===== src/rtl/alarm_pkg.sv =====
// Shared definitions for the alarm controller and the display decoder:
// the encoded FSM state, the fail counter width and a state-class helper.
package alarm_pkg;

  typedef enum logic [2:0] {
    ST_DISARMED = 3'd0,
    ST_EXIT     = 3'd1,
    ST_ARMED    = 3'd2,
    ST_ENTRY    = 3'd3,
    ST_ALARM    = 3'd4,
    ST_LOCKOUT  = 3'd5,
    ST_CHECK    = 3'd6,
    ST_DECIDE   = 3'd7
  } state_t;

  localparam int FAIL_W = 2;
  localparam logic [FAIL_W-1:0] FAIL_SAT = '1;

  function automatic logic is_armed(input state_t s);
    return s inside {ST_ARMED, ST_ENTRY, ST_ALARM, ST_LOCKOUT};
  endfunction

endpackage


===== src/rtl/alarm_timer.sv =====
// Loadable down-counter shared by the EXIT, ENTRY and LOCKOUT phases.
// Load wins over enable; the count parks at zero instead of wrapping.
module alarm_timer #(
  parameter int CNT_W = 8
) (
  input  logic             clock,
  input  logic             resetn,
  input  logic             load,
  input  logic [CNT_W-1:0] load_val,
  input  logic             en,
  output logic             zero
);

  logic [CNT_W-1:0] count;

  always_ff @(posedge clock or negedge resetn) begin
    if (!resetn)
      count <= '0;
    else if (load)
      count <= load_val;
    else if (en && count != '0)
      count <= count - CNT_W'(1);
  end

  assign zero = (count == '0);

endmodule


===== src/rtl/alarm_controller.sv =====
// Top-level alarm sequencing FSM: arming delays, code checks through the
// external validation block, wrong-attempt escalation and status outputs.
module alarm_controller import alarm_pkg::*; #(
  parameter int EXIT_DELAY     = 8,
  parameter int ENTRY_DELAY    = 8,
  parameter int MAX_TRIES      = 3,
  parameter int LOCKOUT_CYCLES = 16,
  parameter int CNT_W          = 8
) (
  input  logic              clock,
  input  logic              resetn,
  input  logic              arm_req,
  input  logic              code_submit,
  input  logic              sensor_trip,
  input  logic              correct_signal,
  output logic              validate_en,
  output logic              armed,
  output logic              alarm,
  output logic              exit_pending,
  output logic [FAIL_W-1:0] fail_count,
  output logic [2:0]        state
);

  state_t            st_q, st_d, ret_q, ret_d, shown_d;
  logic [FAIL_W-1:0] fail_q, fail_d, fail_inc;
  logic              tmr_load, tmr_en, tmr_zero;
  logic [CNT_W-1:0]  tmr_val;

  alarm_timer #(.CNT_W(CNT_W)) u_timer (
    .clock    (clock),
    .resetn   (resetn),
    .load     (tmr_load),
    .load_val (tmr_val),
    .en       (tmr_en),
    .zero     (tmr_zero)
  );

  always_comb begin
    st_d     = st_q;
    ret_d    = ret_q;
    fail_d   = fail_q;
    tmr_load = 1'b0;
    tmr_en   = 1'b0;
    tmr_val  = '0;
    fail_inc = (fail_q == FAIL_SAT) ? fail_q : fail_q + FAIL_W'(1);
    case (st_q)
      ST_DISARMED: if (arm_req) begin
        st_d     = ST_EXIT;
        tmr_load = 1'b1;
        tmr_val  = CNT_W'(EXIT_DELAY - 1);
      end
      // Submission beats expiry; the timer is left untouched so the phase
      // resumes with its remaining count after a wrong code.
      ST_EXIT, ST_ENTRY: begin
        if (code_submit) begin
          st_d  = ST_CHECK;
          ret_d = st_q;
        end else if (tmr_zero)
          st_d = (st_q == ST_EXIT) ? ST_ARMED : ST_ALARM;
        else
          tmr_en = 1'b1;
      end
      ST_ARMED: begin
        if (code_submit) begin
          st_d  = ST_CHECK;
          ret_d = ST_ARMED;
        end else if (sensor_trip) begin
          st_d     = ST_ENTRY;
          tmr_load = 1'b1;
          tmr_val  = CNT_W'(ENTRY_DELAY - 1);
        end
      end
      ST_ALARM: if (code_submit) begin
        st_d  = ST_CHECK;
        ret_d = ST_ALARM;
      end
      ST_LOCKOUT: begin
        if (tmr_zero) st_d = ST_ALARM;
        else          tmr_en = 1'b1;
      end
      ST_CHECK: st_d = ST_DECIDE;
      // correct_signal is only trustworthy here, one cycle after validate_en.
      ST_DECIDE: begin
        if (correct_signal) begin
          st_d     = ST_DISARMED;
          ret_d    = ST_DISARMED;
          fail_d   = '0;
          tmr_load = 1'b1;
        end else begin
          fail_d = fail_inc;
          if (int'(fail_inc) >= MAX_TRIES) begin
            st_d     = ST_LOCKOUT;
            tmr_load = 1'b1;
            tmr_val  = CNT_W'(LOCKOUT_CYCLES - 1);
          end else
            st_d = ret_q;
        end
      end
      default: st_d = ST_DISARMED;
    endcase
    shown_d = (st_d == ST_CHECK || st_d == ST_DECIDE) ? ret_d : st_d;
  end

  always_ff @(posedge clock or negedge resetn) begin
    if (!resetn) begin
      st_q         <= ST_DISARMED;
      ret_q        <= ST_DISARMED;
      fail_q       <= '0;
      validate_en  <= 1'b0;
      armed        <= 1'b0;
      alarm        <= 1'b0;
      exit_pending <= 1'b0;
    end else begin
      st_q         <= st_d;
      ret_q        <= ret_d;
      fail_q       <= fail_d;
      validate_en  <= (st_d == ST_CHECK);
      armed        <= is_armed(shown_d);
      alarm        <= (st_d == ST_ALARM) || (st_d == ST_LOCKOUT);
      exit_pending <= (shown_d == ST_EXIT);
    end
  end

  assign state      = st_q;
  assign fail_count = fail_q;

endmodule

===== config.mk =====
export PLATFORM = sky130hd
export DESIGN_NAME = alarm_controller
export DESIGN_NICKNAME = d
export VERILOG_FILES = /design/src/rtl/alarm_pkg.sv /design/src/rtl/alarm_timer.sv /design/src/rtl/alarm_controller.sv
export SDC_FILE = /design/constraint.sdc
export NUM_CORES = 1
export LEC_CHECK = 0
export ABC_CLOCK_PERIOD_IN_PS = 2770
export CORE_MARGIN = 10
export CORE_UTILIZATION = 35
export DETAILED_ROUTE_END_ITERATION = 16
export GPL_ROUTABILITY_DRIVEN = 0
export PLACE_DENSITY = 0.57
export SLEW_MARGIN = 20
export SYNTH_ARGS = -nofsm -noshare
export SYNTH_HDL_FRONTEND = slang
export SYNTH_SLANG_ARGS = --single-unit
export TNS_END_PERCENT = 20

===== constraint.sdc =====
create_clock -name clock -period 2.77 [get_ports clock]
set_clock_uncertainty 0.1 [all_clocks]
set_input_delay 0.6925 -clock clock [delete_from_list [all_inputs] [get_ports clock]]
set_output_delay 0.6925 -clock clock [all_outputs]
set_load 0.03 [all_outputs]

==> summary.md <==
| Metric | Value |
|---|---|
| Status | `finished clean` |
| Die W | `between 70 and 80 um` |
| Core Rows | `20` |
| Setup crit end kind | `output pin` |
| Synth area leader | `dfrtp_1` |
| Crit Path Class | `reg -> out` |
| Synth Flop Type | `dfrtp_1` |
| Routed WL per cell | `14.3 um` |
| WP data required | `1.98 ns` |
| Worst slew pin tran | `0.530 ns` |
| DRC violation count after routing | `0` |
| Syn Area/Cell | `between 9 and 10 um2` |
| CP max stage delay | `between 0.7 and 0.8 ns` |
| Crit path launch type | `flip-flop` |
| ANT cells | `0` |
| Mapped Area | `between 1000 and 1500 um2` |
| CTS tree | `built` |
| Register bit total from synthesis | `20` |
| Die Y-Extent | `78.0 um` |
| Synth area leaders | `dfrtp_1 43%, nor2_1 4.1%, xor2_1 3.0%` |
| Core Util, Final | `0.452` |
| Drt total wl | `2570 um` |
| FF-to-FF Start | `u_timer.count[0]` |
| Clk buf depth | `2` |
| Hold Path Depth | `2` |
| CTS root buf | `clkbuf_4` |
| Most numerous cell in the Yosys netlist | `dfrtp_1` |
| Final worst slack | `0.194 ns` |
| Skew-Pair Late Insertion Delay | `0.31 ns` |
| Pwr Density | `1330 nW/um2` |
| Grt ovf | `0` |
| Final net count | `144` |
| Clock Pin Slew Worst Setup and Hold Paths | `between 0.1 and 0.15 ns` |
| Fin crit share | `0.930` |
| Boundary Pins | `15` |
| Syn Inst Count | `119` |
| Total count of max-transition violations in the final report | `0` |
| HP Class | `reg -> reg` |
| Slew headroom | `0.646` |
| Detailed-route via count | `952` |
| RSZ-0062 raised after global routing | `no` |
| Syn Nets | `127` |
| Reg-to-reg setup timing slack | `0.59 ns` |
| CTS resizes | `0` |
| # Post-CTS Setup Buffers | `0` |
| Min-delay src | `fail_count[0]` |
| Avg Vias per Cell | `5.32` |
| Area growth syn-to-layout | `20.1%` |
| Reg2Reg Depth | `7` |
| CTS sink count | `20` |
| WP data arrival | `1.78 ns` |
| Final number of hold-violating endpoints | `0` |
| Register area share after synthesis | `0.426` |
| Initial core utilization | `0.376` |
| H-tree lvl count | `1` |
| Place WS | `around 0.15 ns` |
| Final ANT Viol Nets | `0` |
| Share of layout cells above drive strength 1 | `0.111` |
| Global-route wire length before repair | `4600 um` |
| CTS Buf Count | `3` |
| Pin count of the biggest net entering global routing | `21` |
| Worst path slowest cell | `clkdlybuf4s50_1` |
| Distinct cells, synth | `between 40 and 50` |
| Final min period | `2.58 ns` |
| Initial antenna violation count | `0` |
| Synth top cells by count | `20 x dfrtp_1, 13 x nor2_1, 7 x nand2_1` |
| Worst VDD drop | `between 0.0007 and 0.0008 V` |
| Dpl cells | `175` |
| Yosys warning count | `0` |
| Die Area | `a little over 6000 um2` |
| Critical-path cell list | `clkdlybuf4s50_1` |
| Core area | `3130 um2` |
| IO Port Bufs | `14` |
| CP bufs+invs | `1` |
| CTS Hold Bufs | `0` |
| Dpl hpwl | `about 1800 um` |
| 1st-pass router iterations | `4` |
| Share of the synthesized area in the top cell type | `0.426` |
| Crit path max-delay family | `buffers and inverters` |
| Max-cap violation count | `0` |
| CP Max Fanout | `17` |
| Fillers | `314` |
| GRT Util Overall | `0.0910` |
| Worst reg2reg endpoint | `exit_pending` |
| Ys async rst share | `1.00` |
| Finished Layout Cells | `179` |
| Final setup fails | `0` |
| Setup_tns | `0 ns` |
| WHS Endpoint | `fail_count[0]` |
| Vias in the first global route | `961` |
| Post-synth EDFFs | `0` |
| Iteration-0 DRC Markers | `35` |
| Leak | `roughly 0.58 nW` |
| Maximum clock frequency | `388 MHz` |
## worst register-to-register path, delay by kind of cell, from the launching register on
| family | cells | cell delay (ns) |
|---|---|---|
| buffers and inverters | 1 | 0.09 |
| adders and majority gates | 1 | 0.15 |
| AOI/OAI and AO/OA | 2 | 0.60 |
| and+or+nand+nor | 3 | 0.73 |
| DFF | 1 | 0.43 |
## metrics by stage
| stage | cell area [um2] | total power [W] | hold WS [ns] |
|---|---|---|---|
| detailed placement | 1360 | 0.00165 | 0.418 |
| finish | 1410 | 0.00188 | 0.445 |
| CTS | 1410 | 0.00190 | 0.446 |
| global route | 1410 | 0.00205 | 0.499 |
| floorplan | 1180 | 0.00139 | 0.297 |
| global placement | 1360 | 0.00165 | 0.410 |
## per-layer routing
| metal | track usage | vias to the layer above | wire length, um |
|---|---|---|---|
| met1 | 0.107 | 465 | 1120 |
| met3 | 0.0357 | 4 | 142 |
| met5 | 0 | - | 0 |
| li1 | - | 466 | - |
| met2 | 0.151 | 17 | 1280 |
| met4 | 0.0233 | 0 | 25 |
## layout by cell type (no fill, tap or decap), drive strengths merged, types with 2 or more instances in the layout
cell / n
a31oi: 2
nand2: 7
buf: 4
dfrtp: 20
and3: 2
nand2b: 3
ha: 2
a211o: 2
nand3b: 3
nor2b: 3
clkbuf: 3
o22a: 2
a21oi: 7
inv: 5
o21bai: 2
xor2: 4
a211oi: 2
clkdlybuf4s50: 14
nor2: 13
xnor2: 3
o21ai: 7
nand3: 6
## state kept, by name, indices dropped and copies added, names as in the netlist
name and flops:
fail_count 2, alarm 1, state 3, u_timer.count 8, ret_q 3, exit_pending 1
validate_en 1, armed 1
## report_power, final
part	total [W]	internal [W]	leakage (nW)	switching (W)
clock network	0.000242	0.000146	0.0279	0.0000958
logic	0.00102	0.000459	0.303	0.000561
registers	0.000622	0.000423	0.251	0.000199
## worst max path at each step
stage | startpoint | to | slack (ns) | depth (start not counted)
floorplan | code_submit | u_timer.count[7] | 0.77 | 6
global placement | code_submit | u_timer.count[7] | 0.17 | 6
detailed placement | code_submit | u_timer.count[5] | 0.15 | 7
CTS | state[0] | state[0] | 0.20 | 1
global route | state[0] | state[0] | 0.06 | 1
finish | state[0] | state[0] | 0.19 | 1
## cell type report
cell class	count	area (um2)	share of cell area
Inverter	5	18.8	0.0133
Timing Repair Buffer	18	170	0.120
Sequential cell	20	500	0.354
Clock inverter	1	30.0	0.0213
Tap cell	44	55.1	0.0390
Clock buffer	3	22.5	0.0159
Multi-Input combinational cell	88	616	0.436
## kinds of logic (layout without fill, tap and decap cells)
family,Yosys count,count (layout),share of synthesized area
buffers and inverters,11,27,0.0511
AOI/OAI and AO/OA,36,36,0.243
xor gates and xnor gates,7,7,0.0521
DFF,20,20,0.426
adders and majority gates,2,2,0.0213
and+or+nand+nor,43,43,0.207
(Power assumes the default switching activity.)
